## src/rtl/pit_multi.sv

```systemverilog
// Multi-channel programmable interval timer behind a Wishbone slave port.
// Optional macro PIT_CHAIN_EN lets channel n>0 count rollovers of channel n-1.
module pit_multi #(
    parameter int NCH        = 4,
    parameter int COUNT_SIZE = 16,
    parameter int PRE_SIZE   = 15
) (
    input  logic            wb_clk_i,
    input  logic            wb_rst_i,
    input  logic [4:0]      wb_adr_i,
    input  logic [15:0]     wb_dat_i,
    output logic [15:0]     wb_dat_o,
    input  logic            wb_we_i,
    input  logic            wb_stb_i,
    input  logic            wb_cyc_i,
    input  logic [1:0]      wb_sel_i,
    output logic            wb_ack_o,
    output logic [NCH-1:0]  pit_o,
    output logic [NCH-1:0]  cnt_flag_o,
    output logic            pit_irq_o
);
    localparam logic [1:0] REG_CTRL = 2'd0;
    localparam logic [1:0] REG_MOD  = 2'd1;
    localparam logic [1:0] REG_CNT  = 2'd2;
    localparam logic [1:0] REG_STAT = 2'd3;
    localparam logic [4:0] PRE_MAX  = 5'(PRE_SIZE);
    localparam logic [PRE_SIZE-1:0]   PRE_ONES = '1;
    localparam logic [COUNT_SIZE-1:0] CNT_ONE  = COUNT_SIZE'(1);
`ifdef PIT_CHAIN_EN
    localparam bit CHAIN_OK = 1'b1;
`else
    localparam bit CHAIN_OK = 1'b0;
`endif

    logic        ack_q, ack_d;
    logic [15:0] datOut_q, datOut_d, rdData;
    logic        access, wrEn;
    logic [2:0]  chSel;
    logic [1:0]  regSel;
    logic [15:0] selMask;
    logic [NCH-1:0] pitVec, flagVec, ienVec;
    logic [15:0] ctrlRd [NCH];
    logic [15:0] modRd  [NCH];
    logic [15:0] cntRd  [NCH];

    assign access  = wb_stb_i & wb_cyc_i & ~ack_q;
    assign wrEn    = access & wb_we_i;
    assign chSel   = wb_adr_i[4:2];
    assign regSel  = wb_adr_i[1:0];
    assign selMask = {{8{wb_sel_i[1]}}, {8{wb_sel_i[0]}}};

    for (genvar c = 0; c < NCH; c++) begin : g_ch
        logic                  en_q, en_d, ien_q, ien_d, oneShot_q, oneShot_d, chain_q, chain_d;
        logic [3:0]            pre_q, pre_d;
        logic [COUNT_SIZE-1:0] mod_q, mod_d, cnt_q, cnt_d;
        logic [PRE_SIZE-1:0]   preCnt_q, preCnt_d, preMask;
        logic                  flag_q, flag_d, pit_q, pit_d;
        logic                  hit, wrCtrl, wrMod, wrStat, chainIn, preTick, tick, rollover;
        logic [4:0]            preEff;
        logic [3:0]            lowNew, preNew;
        logic [15:0]           modNew;

`ifdef PIT_CHAIN_EN
        if (c > 0) begin : g_link
            assign chainIn = pitVec[c-1];
        end else begin : g_head
            assign chainIn = 1'b0;
        end
`else
        assign chainIn = 1'b0;
`endif

        assign hit    = wrEn && (chSel == 3'(c));
        assign wrCtrl = hit && (regSel == REG_CTRL);
        assign wrMod  = hit && (regSel == REG_MOD);
        assign wrStat = hit && (regSel == REG_STAT);
        assign lowNew = wb_sel_i[0] ? wb_dat_i[3:0] : {chain_q, oneShot_q, ien_q, en_q};
        assign preNew = wb_sel_i[1] ? wb_dat_i[11:8] : pre_q;
        assign modNew = (wb_dat_i & selMask) | (16'(mod_q) & ~selMask);

        // Prescaler terminal count is 2^PRE-1, with PRE clipped to the counter width.
        assign preEff   = ({1'b0, pre_q} > PRE_MAX) ? PRE_MAX : {1'b0, pre_q};
        assign preMask  = ~(PRE_ONES << preEff);
        assign preTick  = (preCnt_q == preMask);
        assign tick     = en_q && (chain_q ? chainIn : preTick);
        assign rollover = tick && ((mod_q == '0) ? (cnt_q == '1) : (cnt_q == mod_q));

        // Bus writes are applied last so they override counting in the same cycle,
        // while a rollover beats a concurrent flag clear.
        always_comb begin
            en_d      = en_q;
            ien_d     = ien_q;
            oneShot_d = oneShot_q;
            chain_d   = chain_q;
            pre_d     = pre_q;
            mod_d     = mod_q;
            cnt_d     = cnt_q;
            preCnt_d  = preCnt_q;
            flag_d    = flag_q;
            pit_d     = 1'b0;
            if (!en_q) begin
                cnt_d    = CNT_ONE;
                preCnt_d = '0;
            end else begin
                preCnt_d = (chain_q || preTick) ? '0 : preCnt_q + 1'b1;
                if (tick) begin
                    cnt_d = rollover ? CNT_ONE : cnt_q + 1'b1;
                end
            end
            if (wrStat && wb_sel_i[0] && wb_dat_i[0]) begin
                flag_d = 1'b0;
            end
            if (rollover) begin
                flag_d = 1'b1;
                pit_d  = 1'b1;
                if (oneShot_q) begin
                    en_d = 1'b0;
                end
            end
            if (wrCtrl) begin
                en_d      = lowNew[0];
                ien_d     = lowNew[1];
                oneShot_d = lowNew[2];
                chain_d   = (CHAIN_OK && c > 0) ? lowNew[3] : 1'b0;
                pre_d     = preNew;
                cnt_d     = CNT_ONE;
                preCnt_d  = '0;
            end
            if (wrMod) begin
                mod_d    = modNew[COUNT_SIZE-1:0];
                cnt_d    = CNT_ONE;
                preCnt_d = '0;
            end
        end

        always_ff @(posedge wb_clk_i) begin
            if (wb_rst_i) begin
                en_q      <= 1'b0;
                ien_q     <= 1'b0;
                oneShot_q <= 1'b0;
                chain_q   <= 1'b0;
                pre_q     <= '0;
                mod_q     <= '0;
                cnt_q     <= CNT_ONE;
                preCnt_q  <= '0;
                flag_q    <= 1'b0;
                pit_q     <= 1'b0;
            end else begin
                en_q      <= en_d;
                ien_q     <= ien_d;
                oneShot_q <= oneShot_d;
                chain_q   <= chain_d;
                pre_q     <= pre_d;
                mod_q     <= mod_d;
                cnt_q     <= cnt_d;
                preCnt_q  <= preCnt_d;
                flag_q    <= flag_d;
                pit_q     <= pit_d;
            end
        end

        assign pitVec[c]  = pit_q;
        assign flagVec[c] = flag_q;
        assign ienVec[c]  = ien_q;
        assign ctrlRd[c]  = {4'b0, pre_q, 4'b0, chain_q, oneShot_q, ien_q, en_q};
        assign modRd[c]   = 16'(mod_q);
        assign cntRd[c]   = 16'(cnt_q);
    end

    always_comb begin
        rdData = '0;
        for (int i = 0; i < NCH; i++) begin
            if (chSel == 3'(i)) begin
                case (regSel)
                    REG_CTRL: rdData = ctrlRd[i];
                    REG_MOD:  rdData = modRd[i];
                    REG_CNT:  rdData = cntRd[i];
                    REG_STAT: rdData = {15'b0, flagVec[i]};
                    default:  rdData = '0;
                endcase
            end
        end
    end

    always_comb begin
        ack_d    = access;
        datOut_d = access ? rdData : datOut_q;
    end

    always_ff @(posedge wb_clk_i) begin
        if (wb_rst_i) begin
            ack_q    <= 1'b0;
            datOut_q <= '0;
        end else begin
            ack_q    <= ack_d;
            datOut_q <= datOut_d;
        end
    end

    assign wb_ack_o   = ack_q;
    assign wb_dat_o   = datOut_q;
    assign pit_o      = pitVec;
    assign cnt_flag_o = flagVec;
    assign pit_irq_o  = |(flagVec & ienVec);
endmodule

```

## config.mk

```make
export PLATFORM = sky130hd
export DESIGN_NAME = pit_multi
export DESIGN_NICKNAME = d
export VERILOG_FILES = /design/src/rtl/pit_multi.sv
export SDC_FILE = /design/constraint.sdc
export NUM_CORES = 1
export LEC_CHECK = 0
export ABC_AREA = 1
export BUFFER_PORTS_ARGS = -buffer_cell sky130_fd_sc_hd__buf_2
export CAP_MARGIN = 10
export CORE_MARGIN = 2
export CORE_UTILIZATION = 68
export CTS_CLUSTER_DIAMETER = 50
export CTS_CLUSTER_SIZE = 40
export DETAILED_ROUTE_END_ITERATION = 12
export PLACE_DENSITY = 0.86
export SYNTH_ARGS = -nofsm -noshare
export SYNTH_HDL_FRONTEND = slang
export SYNTH_SLANG_ARGS = --single-unit
```

## constraint.sdc

```tcl
create_clock -name wb_clk_i -period 3.6 [get_ports wb_clk_i]
set_input_delay 0.72 -clock wb_clk_i [delete_from_list [all_inputs] [get_ports wb_clk_i]]
set_output_delay 0.72 -clock wb_clk_i [all_outputs]
set_load 0.005 [all_outputs]
```

== After elaboration in Yosys (flattened, before gate mapping) ==
Cells that the tools add are included.

* Logic and storage cells: 210
* Register bits after elaboration: 241
* Output and inout bits: 26

* Multiplexer cells: 44
* Reductions and logical operators: 71
* Add/sub/neg operators: 8
* Bitwise gates (word level): 23
* Shift operators: 4
* Equal/unequal tests: 22

{| class="wikitable"
|+ Operator list
! kind !! number
|-
| $pmux 16 s4 || 4
|-
| $mux 16 || 8
|-
| $and 16x16->16 || 5
|-
| $add 16x1->16 const B || 4
|-
| $eq 16x16->1 || 4
|-
| $eq 16x16->1 const B || 4
|-
| $logic_not 16->1 || 4
|-
| $or 16x16->16 || 4
|-
| $add 15x1->15 const B || 4
|-
| $eq 15x15->1 || 4
|-
| $not 15->15 || 4
|-
| $shl 15x4->15 const A || 4
|-
| $logic_and 1x1->1 || 32
|-
| $mux 1 || 32
|-
| $reduce_bool 2->1 || 12
|-
| $reduce_or 4->1 || 5
|-
| $reduce_or 5->1 || 4
|-
| $not 16->16 || 1
|-
| $reduce_and 2->1 || 8
|-
| $reduce_and 3->1 || 4
|-
| $ne 2x2->1 const B || 4
|-
| $eq 3x2->1 const B || 2
|-
| $not 1->1 || 5
|-
| $and 4x4->4 || 1
|-
| other kinds (6) || 9
|}

== Longest topological paths before layout ==
Gate-level depths: netlist of the first run.

* Word-level depth: 9
* Gate-level depth with buffers: 17
* Gate-level depth less buffers: 17

== Least setup slack after synthesis of the first run ==
Ideal clock, no wire load.

* Path kind: input port to flip-flop
* Start: input wb_adr_i[2]
* End: register g_ch[3].preCnt_q[5]
* Slack: 1.360 ns
* Library setup time: 0.136 ns
* Stages: 14
* Data arrival time: 2.104 ns
* Path through: inv_1 > nor2_1 > inv_1 > nor2_1 > inv_1 > nor2_1 > inv_1 > nor2_1 > inv_1 > nand3_1 > inv_1 > nand2_1 > buf_4 > nor3_1

* Longest elaborated chain between the ends: 4

{| class="wikitable"
|+ Ends and longest elaborated chain
! what !! line !! source
|-
| start: declaration || 10 || <nowiki>input logic [4:0] wb_adr_i,</nowiki>
|-
| $eq 3x2->1 (*) || 73 || <nowiki>assign hit = wrEn && (chSel == 3'(c));</nowiki>
|-
| $logic_and 1x1->1 (*) || 73 ||
|-
| $logic_and 1x1->1 (on tied branches) || 74, 75 ||
|-
| $reduce_or 5->1 (no source line) (*) || n/a ||
|-
| end signal: assignment || 156 || <nowiki>preCnt_q <= preCnt_d;</nowiki>
|-
| end: declaration || 56 || <nowiki>logic [PRE_SIZE-1:0] preCnt_q, preCnt_d, preMask;</nowiki>
|}

Every way passes the cells marked *; elsewhere a longest branch is shown, timed or not.
A chain may end at the register's enable or synchronous reset.

== Worst setup path in the final report of the first run ==
* Start: register g_ch[3].pre_q[3]
* End: register g_ch[3].cnt_q[12]

* Longest elaborated chain between the ends: 6

{| class="wikitable"
|+ Ends and longest elaborated chain
! what !! line !! source
|-
| start: declaration || 54 || <nowiki>logic [3:0] pre_q, pre_d;</nowiki>
|-
| start signal: assignment || 153 || <nowiki>pre_q <= pre_d;</nowiki>
|-
| $shl 15x4->15 (*) || 83 || <nowiki>assign preMask = ~(PRE_ONES << preEff);</nowiki>
|-
| $not 15->15 (*) || 83 ||
|-
| $eq 15x15->1 (*) || 84 || <nowiki>assign preTick = (preCnt_q == preMask);</nowiki>
|-
| $logic_and 1x1->1 (*) || 85 || <nowiki>assign tick = en_q && (chain_q ? chainIn : preTick);</nowiki>
|-
| $logic_and 1x1->1 || 86 || <nowiki>assign rollover = tick && ((mod_q == '0) ? (cnt_q == '1) : (cnt_q == mod_q));</nowiki>
|-
| $mux 16 || 107 || <nowiki>cnt_d = rollover ? CNT_ONE : cnt_q + 1'b1;</nowiki>
|-
| end signal: assignment || 155 || <nowiki>cnt_q <= cnt_d;</nowiki>
|-
| end: declaration || 55 || <nowiki>logic [COUNT_SIZE-1:0] mod_q, mod_d, cnt_q, cnt_d;</nowiki>
|}

Marks and branches as above.

==> results of run 1 <==
[per-layer routing]
| metal | part of all wire, % | wire (um) | global-route usage [%] |
|---|---|---|---|
| met1 | 37 | 16800 | 47.9 |
| met2 | 45 | 20300 | 65.5 |
| met3 | 10 | 4670 | 8.26 |
| met4 | 7.1 | 3180 | 23.6 |
| met5 | 0 | 0 | 0 |
[critical path, cell delays in order, from the launching register on]
cell	delay, ns
dfxtp_1	0.56
inv_1	0.22
a21oi_2	0.19
nand2_1	0.08
a21oi_1	0.17
nand2_1	0.07
nor2_1	0.17
nand3_1	0.12
buf_4	0.23
nor2_1	0.23
nand2_1	0.13
nand2_2	0.17
inv_2	0.12
o21ai_0	0.11
nor2_1	0.07
[Yosys cell counts (all sizes together)]
| cell type | number | area [um2] |
|---|---|---|
| a211oi | 4 | 30.0 |
| a21oi | 175 | 880 |
| a221oi | 2 | 17.5 |
| a31oi | 13 | 81.3 |
| a41oi | 9 | 78.8 |
| and2 | 1 | 6.26 |
| buf | 30 | 179 |
| clkbuf | 44 | 165 |
| dfxtp | 241 | 4820 |
| ha | 8 | 100 |
| inv | 290 | 1090 |
| nand2 | 508 | 1950 |
| nand3 | 148 | 781 |
| nand3b | 12 | 90.1 |
| nand4 | 17 | 106 |
| nor2 | 345 | 1400 |
| nor3 | 42 | 210 |
| nor3b | 22 | 175 |
| nor4 | 19 | 119 |
| o2111ai | 1 | 8.76 |
| o211ai | 2 | 15.0 |
| o21ai | 148 | 741 |
| o21bai | 1 | 7.51 |
| o221ai | 8 | 70.1 |
| o22ai | 52 | 325 |
| or2 | 1 | 6.26 |
| xnor2 | 4 | 35.0 |
| xor2 | 93 | 815 |
[cells by family after synthesis]
logic type | count (synthesis)
compound gates | 415
xor+xnor | 97
fa+ha+maj | 8
buf+inv | 364
flops | 241
simple gates | 1115
[path summary, 6_finish.rpt]
path / slack [ns] / cells after the start / to / startpoint
setup / recovery: 0.84 / 14 / g_ch[3].cnt_q[12]$_SDFFE_PP0P_ / g_ch[3].pre_q[3]$_SDFFE_PP0P_
hold / removal: 0.45 / 1 / g_ch[0].preCnt_q[0]$_SDFF_PP0_ / g_ch[0].preCnt_q[0]$_SDFF_PP0_
setup reg to reg: 0.84 / 14 / g_ch[3].cnt_q[12]$_SDFFE_PP0P_ / g_ch[3].pre_q[3]$_SDFFE_PP0P_
hold reg to reg: 0.45 / 1 / g_ch[0].preCnt_q[0]$_SDFF_PP0_ / g_ch[0].preCnt_q[0]$_SDFF_PP0_
[cell type report]
type	instances	area, um2
multi-input cells	1635	8050
fillers	1669	5030
flip-flops and latches	241	4820
inverters	290	1090
clock buffers	30	739
repair buffers	69	385
clock inverters	22	355
well taps	275	344
[metrics by stage]
step,total power (W),hold WS [ns],setup slack [ns],utilization (%)
floorplan,0.00290,0.417,1.36,-
global placement,0.00302,0.430,0.738,70.6
CTS,0.00634,0.453,0.912,75.8
detailed placement,0.00302,0.442,0.644,70.6
global route,0.00647,0.485,0.640,75.8
finish,0.00635,0.452,0.844,75.8
[report_power, final]
group          internal [W]  leakage, nW  switching (W)  total, W
sequential          0.00268         1.94      0.0000105   0.00269
combinational     0.0000756         3.37       0.000216  0.000292
clock               0.00209        0.532        0.00127   0.00336
==> reports/summary.md, run 1 <==
* 68.7% — starting density of the core
* 15.8% — fraction of the mapped netlist area in compound gates
* 2240 — gate count of the mapped netlist
* 76.6% — final period utilization
* 0 — count of unresolved DRC violations after routing
* 17.5 um — detailed-route wire length per cell
* 33.7% — sequential share of the synthesized area
* 32700 um — post-detailed-placement half-perimeter wirelength
* simple AND/OR/NAND/NOR gates — dominant combinational cell family by area after synthesis
* 1 — CTS H-tree lvls
* 0.06 ns — clock input transition at the sequential cells of the worst setup and hold paths
* 53 — number of rows in the core area
* 39.7% — total routing resource utilization after global routing
* 29 — number of buffers created by CTS
* 149 um — chip width
* finished, final reports clean — run status
* 0 — PostCTS Resize Cnt
* 2.76 ns — Tmin final
* 363 MHz — Highest Clock Rate
* 7.74% — share of final-layout standard cells stronger than drive strength 1
* 0 ns — Sum Neg Setup Slack
* 0 — Max Slew Vio Count
* 0 — final antenna diode count
* 402 nW/um2 — pwr dens
* 5.85 nW — Leakage
* 15800 um2 — post-layout instance area
* 14700 um2 — cell area after placement
* 11 — Crit Path Max Fanout
* 0.55 ns — insertion delay of the later-clocked pin in the worst-skew pair
* 6.39 um2 — mean instance size in the synthesized netlist
* 0 — max-cap viol count
* 10.4% — Layout Area Growth over Synthesis
* 0 — Remaining Overflow, GRT
* 241 — FF+latch count, synth
* 0.0174 ns — post-route clock skew
* 0 — yosys warns
* clkbuf_16 — clock tree root buffer cell
* 33.9% — simple-gate portion of the synthesized area
* 2562 — final non-filler cell total
* flip-flop — element type at the critical path start
* 34.1% — relative slew slack
* false — unrepaired setup endpoints after global routing
* 0 — post-CTS setup-driven buffer insertion count
* 103 — largest net degree at the start of global routing
* 1680 — Iter 0 DRT Violations
* 0 — setup-violating endpoint count in the final report
* nand2_1 — most common library cell in the layout ignoring fill and taps
* 5.94% — post-synthesis share of cell area spent on xor and xnor gates
* 1.05 — RePlAce Congestion
* nand2_1, nor2_1, inv_1, dfxtp_1, a21oi_1 — top library cells by usage in the layout, fill and taps aside
* reg -> reg — Crit Path Category
* 14300 um2 — mapped cell area
* 4.03 ns — Worst Path Required
* 3.19 ns — endpoint arrival time on the critical path
* 0.700% — post-synthesis share of cell area spent on full adders, half adders and majority gates
* 0% — multiplexer area fraction after synthesis
* 0.982 ns — slew at the pin closest to its max-slew limit
* 3 — Longest Clk Path Bufs
* 54 — number of top-level design ports
* 2302 — Final #Nets
* flip-flop — endpoint kind of the worst setup timing path
* 44900 um — detailed-route wire length
* 71000 um — global-route wire length before repair
* 2510 — cell count after placement
* 53 — count of buffers inserted at the top-level ports
* 22200 um2 — total die area
* 0 — number of hold violations in the final report
* 15400 — Via Count
* 14100 — vias in the first global route
* 0 — Detail Route Antenna Nets
* 20800 um2 — Core Box Area
* 0 — initial antenna violation count
* 12 — TritonRoute pass-1 iters
* 149 um — vertical die dimension
* 241 — CTS Sinks
* 2276 — Mapped Nets
* 41 — number of distinct library cells after synthesis
* reg -> reg — worst min path class
* 5.99 — vias per std cell
* 0.000445 V — peak ir drop on the vdd network
* 0 — number of buffers added to fix hold violations after cts
* built — TritonCTS clock tree
No activity file was read; power rests on OpenSTA's default activity.
==> run 2: changes to the inputs <==
- CORE_UTILIZATION: 68 -> 57
- PLACE_DENSITY: 0.86 -> 0.77
- clock period: 3.6 -> 2.4 ns (I/O delays scaled with it)
==> run 2 against run 1 <==
Sequential power increased by 50%. Die area is 19% higher. Highest routed layer unchanged. Sequential share of layout area fell by 0.72 points. Non-clock buffer count increased by 37. Largest power group unchanged. Worst setup slack got worse by 0.70 ns. Clock skew up 0.013 ns. Power grew 46%. First-iteration DRC count rose by 8.1%. Final cell count increased by 3.6%. Largest cell class unchanged. Combinational power rose by 60%. Via count decreased by 1.0%.
==> reports/summary.md, run 2 (synthesis gave the netlist of run 1 again) <==
* 34400 um — post-detailed-placement half-perimeter wirelength, +5.4%
* 33.9% — total routing resource utilization after global routing, -5.8 points
* 0 — setup-violating endpoint count in the final report, unchanged
* nand2_1 — most common library cell in the layout ignoring fill and taps
* 6 — TritonRoute pass-1 iters, -6
* 6.01 nW — Leakage, +2.8%
* 2341 — Final #Nets, +1.7%
* in -> reg — worst min path class
* 45600 um — detailed-route wire length, +1.5%
* 17.2 um — detailed-route wire length per cell, -2.0%
* 0 — Remaining Overflow, GRT, unchanged
* 3 — Longest Clk Path Bufs, unchanged
* 0 — count of unresolved DRC violations after routing, unchanged
* g_ch[2].cnt_q[12]$_SDFFE_PP0P_ — Critical path destination
* flip-flop — element type at the critical path start
* 62.7% — relative slew slack, +29 points
* g_ch[2].pre_q[2]$_SDFFE_PP0P_ — Critical path origin
* g_ch[2].pre_q[2]$_SDFFE_PP0P_ — reg-to-reg critical path startpoint
* 77 — largest net degree at the start of global routing, -25%
* 31 — number of buffers created by CTS, +6.9%
* 0 — post-CTS setup-driven buffer insertion count, unchanged
* 2264 — fill cell total of the finished layout, +36%
* 0 — Max Slew Vio Count, unchanged
* 13.2% — Layout Area Growth over Synthesis
* 1.03 — RePlAce Congestion, -2.1%
* 26400 um2 — total die area, +19%
* 57 — number of rows in the core area, +7.5%
* 58.5% — starting density of the core, -10 points
* 443 MHz — Highest Clock Rate, +22%
* wb_dat_i[0] — launch instance of the worst min-delay path
* 2.26 ns — Tmin final, -0.497 ns
* 4830 um2 — flip-flop and latch area, +0.10%
* 0.0304 ns — post-route clock skew, +0.0130 ns
* 5.73 — vias per std cell, -4.4%
* built — TritonCTS clock tree
* 0.14 ns — register-to-register setup slack, -0.70 ns
* 53 — count of buffers inserted at the top-level ports, unchanged
* nand2_1, nor2_1, inv_1, dfxtp_1, a21oi_1 — top library cells by usage in the layout, fill and taps aside
* 162 um — chip width, +9.0%
* 94.1% — final period utilization, +18 points
* 0.141 ns — worst-case setup margin in the final layout, -0.703 ns
* 0 — Detail Route Antenna Nets, unchanged
* flip-flop — endpoint kind of the worst setup timing path
* 573 nW/um2 — pwr dens, +42%
* 9.76% — share of final-layout standard cells stronger than drive strength 1, +2.0 points
* 11 — number of cell instances on the worst register-to-register path, -3
* 2.85 ns — Worst Path Required, -1.18 ns
* 1816 — Iter 0 DRT Violations, +8.1%
* 0.555 ns — slew at the pin closest to its max-slew limit, -0.427 ns
* 0.58 ns — insertion delay of the later-clocked pin in the worst-skew pair, +0.03 ns
* 24500 um2 — Core Box Area, +17%
* 0 — max-cap viol count, unchanged
* 1 — CTS H-tree lvls, unchanged
* 162 um — vertical die dimension, +9.0%
* 0.06 ns — clock input transition at the sequential cells of the worst setup and hold paths, about the same
* 10 — Crit Path Max Fanout, -1
* nand2_2 > nor2_1 > xor2_1 > nand4_1 > nor2_2 > nand3_4 > nor2_4 > nand2_4 > nand2_4 > nor2_1 > and2_1 — CP Cell Sequence
* dfxtp_1 — cell with the largest stage delay on the worst path
* 241 — CTS Sinks, unchanged
* finished, final reports clean — run status
* 2.71 ns — endpoint arrival time on the critical path, -0.48 ns
* 14000 — vias in the first global route, -0.64%
* -0.141 ns — Setup Slack @ Placement, -0.785 ns
* 0.00927 W — Overall Power, +46%
* g_ch[2].cnt_q[12]$_SDFFE_PP0P_ — RR Endpoint
* 72000 um — global-route wire length before repair, +1.4%
* 15200 — Via Count, -1.0%
* 0 — number of hold violations in the final report, unchanged
* reg -> reg — Crit Path Category
* clkbuf_16 — clock tree root buffer cell
* 0 — number of buffers added to fix hold violations after cts, unchanged
* 0.49 ns — delay contributed by the slowest stage of the critical path, -0.07 ns
* 0.000579 V — peak ir drop on the vdd network, +30%
* 3 — initial antenna violation count, +3
* 3 — Hold Path Cell Cnt, +2
* 54 — number of top-level design ports, unchanged
* 66.2% — final core utilization, -9.6 points
* 8100 um2 — Multi-input gate area, +0.61%
-- run 2: changes by cell type in the layout (fill, tap and decap cells not counted), sizes merged --
cell and delta:
clkbuf +5, buf +37, inv -1, clkinvlp +4
diode +2, bufinv -5
-- run 2: repair_timing --
action                                 4_1_cts  5_1_grt
endpoints found under the hold margin        0        0
gates resized for setup                      2       16
setup endpoints to repair                   13       25
pin swaps                                    0        0
-- run 2: routing by layer --
layer  vias to the layer above  track usage [%]  part of all wire [%]
met5                         -                0                     0
met4                         0             12.4                   3.7
met3                       133             7.64                    10
met2                       702             55.5                    45
met1                      6946             44.0                    41
li1                       7411                -                     -
-- run 2: power breakdown --
group          internal, W  total, W  switching, W
sequential         0.00402   0.00404     0.0000148
clock              0.00278   0.00477       0.00199
combinational     0.000137  0.000466      0.000329
-- run 2: worst max-delay path: cells and delay by family, from the launching register on --
| kind | cells | cell delay (ns) |
|---|---|---|
| flip-flops | 1 | 0.49 |
| AND/OR/NAND/NOR | 10 | 1.49 |
| XOR/XNOR | 1 | 0.18 |
-- run 2: worst min-delay path by stage --
stage / slack [ns] / endpoint
2_1_floorplan: 0.42 / g_ch[0].preCnt_q[0]$_SDFF_PP0_
3_3_place_gp: 0.43 / g_ch[0].preCnt_q[0]$_SDFF_PP0_
3_5_place_dp: 0.44 / g_ch[0].preCnt_q[0]$_SDFF_PP0_
4_1_cts: 0.28 / flip-flop
5_1_grt: 0.31 / flip-flop
6_report: 0.31 / flip-flop
-- run 2: final cells by class --
cell class / instances / area share (%)
clock inverter: 20 / 1.52
tap: 324 / 2.50
sequential: 241 / 29.8
clock buffer: 35 / 4.95
timing repair buffer: 106 / 4.40
multi-input combinational: 1635 / 50.0
inverter: 290 / 6.72
antenna: 2 / 0.0309
-- run 2: stage by stage --
stage | hold slack (ns) | instances | TNS, ns | cell area (um2)
2_1_floorplan | 0.417 | 2240 | 0 | 14300
3_3_place_gp | 0.427 | 2596 | -0.771 | 15100
3_5_place_dp | 0.437 | 2596 | -1.21 | 15100
4_1_cts | 0.284 | 2651 | 0 | 16100
5_1_grt | 0.313 | 2652 | -0.0163 | 16200
6_report | 0.307 | 2653 | 0 | 16200
==> run 3: changes to the inputs <==
- ABC_AREA: 1 -> 0
==> run 3 against run 2 <==
The flow now finishes with violations (setup timing). Final cell count fell by 14%. Via count fell by 2.0%. Flip-flop and latch count did not move. First-iteration DRC count rose by 6.4%. Fmax fell by 11%. Register-to-register slack got worse by 0.28 ns. Largest power group unchanged. Clock skew rose by 0.0063 ns. Critical endpoint is now g_ch[3].cnt_q[2]$_SDFFE_PP0P_. Sequential share of layout area fell by 3.2 points.
==> reports/summary.md, run 3 <==
* 20.5 um — detailed-route wire length per cell, +19%
* 57 — number of rows in the core area, unchanged
* 0 — Max Slew Vio Count, unchanged
* 14 — Crit Path Max Fanout, +4
* 24300 um2 — Core Box Area, -0.58%
* 3 — Hold Path Cell Cnt, unchanged
* 6 — TritonRoute pass-1 iters, unchanged
* in -> reg — worst min path class
* 53 — count of buffers inserted at the top-level ports, unchanged
* 2 — initial antenna violation count, -1
* -0.136 ns — worst-case setup margin in the final layout, -0.277 ns
* 161 um — chip width, -0.66%
* 512 nW/um2 — pwr dens, -11%
* 78 — number of distinct library cells after synthesis, +90%
* 0.646 ns — slew at the pin closest to its max-slew limit, +0.0909 ns
* dfxtp_1 — leading register cell type out of synthesis
* 0.0367 ns — post-route clock skew, +0.00633 ns
* 9 — number of logic stages on the critical path including buffering, -2
* 0 — yosys warns, unchanged
* nor2_1, dfxtp_1, buf_4, nand2_1, xnor2_1 — top library cells by usage in the layout, fill and taps aside
* 6.53 — vias per std cell, +14%
* 1963 — Final #Nets, -16%
* built — TritonCTS clock tree
* 8.09 um2 — mean instance size in the synthesized netlist, +27%
* 34.2% — top cell type's share of synthesized area, +0.46 points
* nor4_4 > buf_2 > a41oi_1 > xnor2_1 > nor4_1 > nand4_1 > o21ai_2 > buf_12 > a21oi_1 — CP Cell Sequence
* 2.87 ns — Worst Path Required, +0.02 ns
* 3 — Longest Clk Path Bufs, unchanged
* 3.01 ns — endpoint arrival time on the critical path, +0.30 ns
* 1 — CTS H-tree lvls, unchanged
* flip-flop — endpoint kind of the worst setup timing path
* true — unrepaired setup endpoints after global routing
* 58.0% — starting density of the core, -0.44 points
* 25.9% — share of final-layout standard cells stronger than drive strength 1, +16 points
* dfxtp_1, nor2_1, nand2_1 — most used standard cells in the synthesized netlist
* 26000 um2 — total die area, -1.3%
* 14900 — Via Count, -2.0%
* clkbuf_16 — clock tree root buffer cell
* setup timing — violated checks
* 1703 — fill cell total of the finished layout, -25%
* 39 — largest net degree at the start of global routing, -49%
* 56.6% — relative slew slack, -6.1 points
* reg -> reg — Crit Path Category
* 29.5% — Layout Area Growth over Synthesis
* 1932 — Iter 0 DRT Violations, +6.4%
* dfxtp_1 — cell taking the most area after synthesis
* 46600 um — detailed-route wire length, +2.3%
* 0% — async set or reset register ratio after synthesis, unchanged
* 0.37 ns — delay contributed by the slowest stage of the critical path, -0.12 ns
* 2 — WP buf/inv, +2
* dfxtp_1 — most frequently used cell type in the post-synthesis netlist
* 241 — CTS Sinks, unchanged
* dfxtp_1 — cell with the largest stage delay on the worst path
* flip-flop — element type at the critical path start
* 0 — count of unresolved DRC violations after routing, unchanged
* -0.219 ns — Setup Slack @ Placement, -0.0773 ns
* 54 — number of top-level design ports, unchanged
* 0 — max-cap viol count, unchanged
* simple AND/OR/NAND/NOR gates — category of cells accounting for the largest share of critical-path delay
* 0 — number of hold violations in the final report, unchanged
* 0.00936 W — Overall Power, +0.96%
* 1.01 — RePlAce Congestion, -1.3%
* 13600 — vias in the first global route, -2.9%
* 53 — setup-violating endpoint count in the final report, +53
* dfxtp_1, mux2i_1, xnor2_1 — leading cell types by total area after synthesis
* 32.9% — total routing resource utilization after global routing, -0.99 points
* 14100 um2 — mapped cell area, -1.3%
* 0 — number of synthesized flops with an enable pin, unchanged
* 1780 — Mapped Nets, -22%
* 6.49 nW — Leakage, +8.1%
* 30900 um — post-detailed-placement half-perimeter wirelength, -10%
* wb_dat_i[5] — launch instance of the worst min-delay path
* 70500 um — global-route wire length before repair, -2.0%
* 1744 — gate count of the mapped netlist, -22%
* 31 — number of buffers created by CTS, unchanged
* 106% — final period utilization, +12 points
* 161 um — vertical die dimension, -0.66%
* 0 — number of buffers added to fix hold violations after cts, unchanged
* 0.000660 V — peak ir drop on the vdd network, +14%
* finished, violations left — run status
* 0 — Remaining Overflow, GRT, unchanged
* 2.54 ns — Tmin final, +0.277 ns
* 0 — Detail Route Antenna Nets, unchanged
* 0.07 ns — clock input transition at the sequential cells of the worst setup and hold paths, about the same
* 394 MHz — Highest Clock Rate, -11%
* 34.2% — sequential share of the synthesized area, +0.46 points
* 0.59 ns — insertion delay of the later-clocked pin in the worst-skew pair, about the same
* 241 — FF+latch count, synth, unchanged
* 9 — number of cell instances on the worst register-to-register path, -2
==> run 3: cell types whose count changed in the layout (fill, tap and decap cells not counted), sizes merged, moves of 89 or more <==
cell   change
buf      +182
inv      -248
mux2i     +95
nand2    -396
nor2     -125
o21ai     -89
xnor2    +103
==> run 3: metal layers <==
layer  vias up  wire length, um  GRT usage (%)
met4         0             2570           14.3
met1      7064            18200           42.9
li1       6793                -              -
met5         -                0              0
met2       837            21600           54.6
met3       192             4230           4.67
==> run 3: final cells by class <==
class | instances | area, um2 | share of cell area (%)
antenna | 2 | 5.00 | 0.0274
clock inverter | 26 | 307 | 1.68
multi-input combinational | 1329 | 9360 | 51.2
inverter | 34 | 128 | 0.698
sequential | 241 | 4880 | 26.7
tap | 324 | 405 | 2.22
timing repair buffer | 290 | 2410 | 13.2
clock buffer | 32 | 790 | 4.32
==> run 3: tightest hold or removal path: cells and delay by family <==
kind	cells	cell delay, ns
buf+inv	1	0.17
simple gates	1	0.07
mux	1	0.09
==> run 3: path summary, 6_finish.rpt <==
check                                   end  slack [ns]
max           g_ch[3].cnt_q[2]$_SDFFE_PP0P_       -0.14
min                               flip-flop        0.27
max reg2reg   g_ch[3].cnt_q[2]$_SDFFE_PP0P_       -0.14
min reg2reg  g_ch[0].preCnt_q[0]$_SDFF_PP0_        0.48
==> run 3: kinds of logic (layout without fill, tap and decap cells) <==
family,count (synthesis),count (layout),share of synthesized area (%)
AO/OA/AOI/OAI,389,389,19.0
XOR/XNOR,145,145,9.00
adder cells (fa/ha/maj),8,8,0.709
buffers and inverters,174,382,5.19
flip-flops,241,241,34.2
multiplexers,101,101,7.54
other,0,2,0
AND/OR/NAND/NOR,686,686,24.4
==> run 3: where the power goes <==
group          switching (W)  leakage, nW  internal (W)
sequential         0.0000122         1.96       0.00401
clock                0.00221        0.533       0.00267
combinational       0.000301         4.00      0.000164
==> run 3: repair_timing <==
action                     CTS  global route
buffers inserted            12            21
gates cloned                 3             9
hold endpoints to repair     0             0
resized for setup           44           139
setup endpoints to repair   79           101
pin swaps                   27            55
==> run 3: per-stage QoR <==
stage | setup TNS, ns | hold slack, ns | instances | area, um2 | utilization, %
3_5_place_dp | -4.07 | 0.473 | 2173 | 16100 | 66.1
5_1_grt | -8.40 | 0.272 | 2278 | 18300 | 75.2
4_1_cts | -0.0714 | 0.248 | 2246 | 17500 | 71.9
2_1_floorplan | -1.02 | 0.440 | 1744 | 14400 | -
6_report | -3.28 | 0.274 | 2278 | 18300 | 75.2
3_3_place_gp | -0.324 | 0.457 | 2173 | 16100 | 66.1
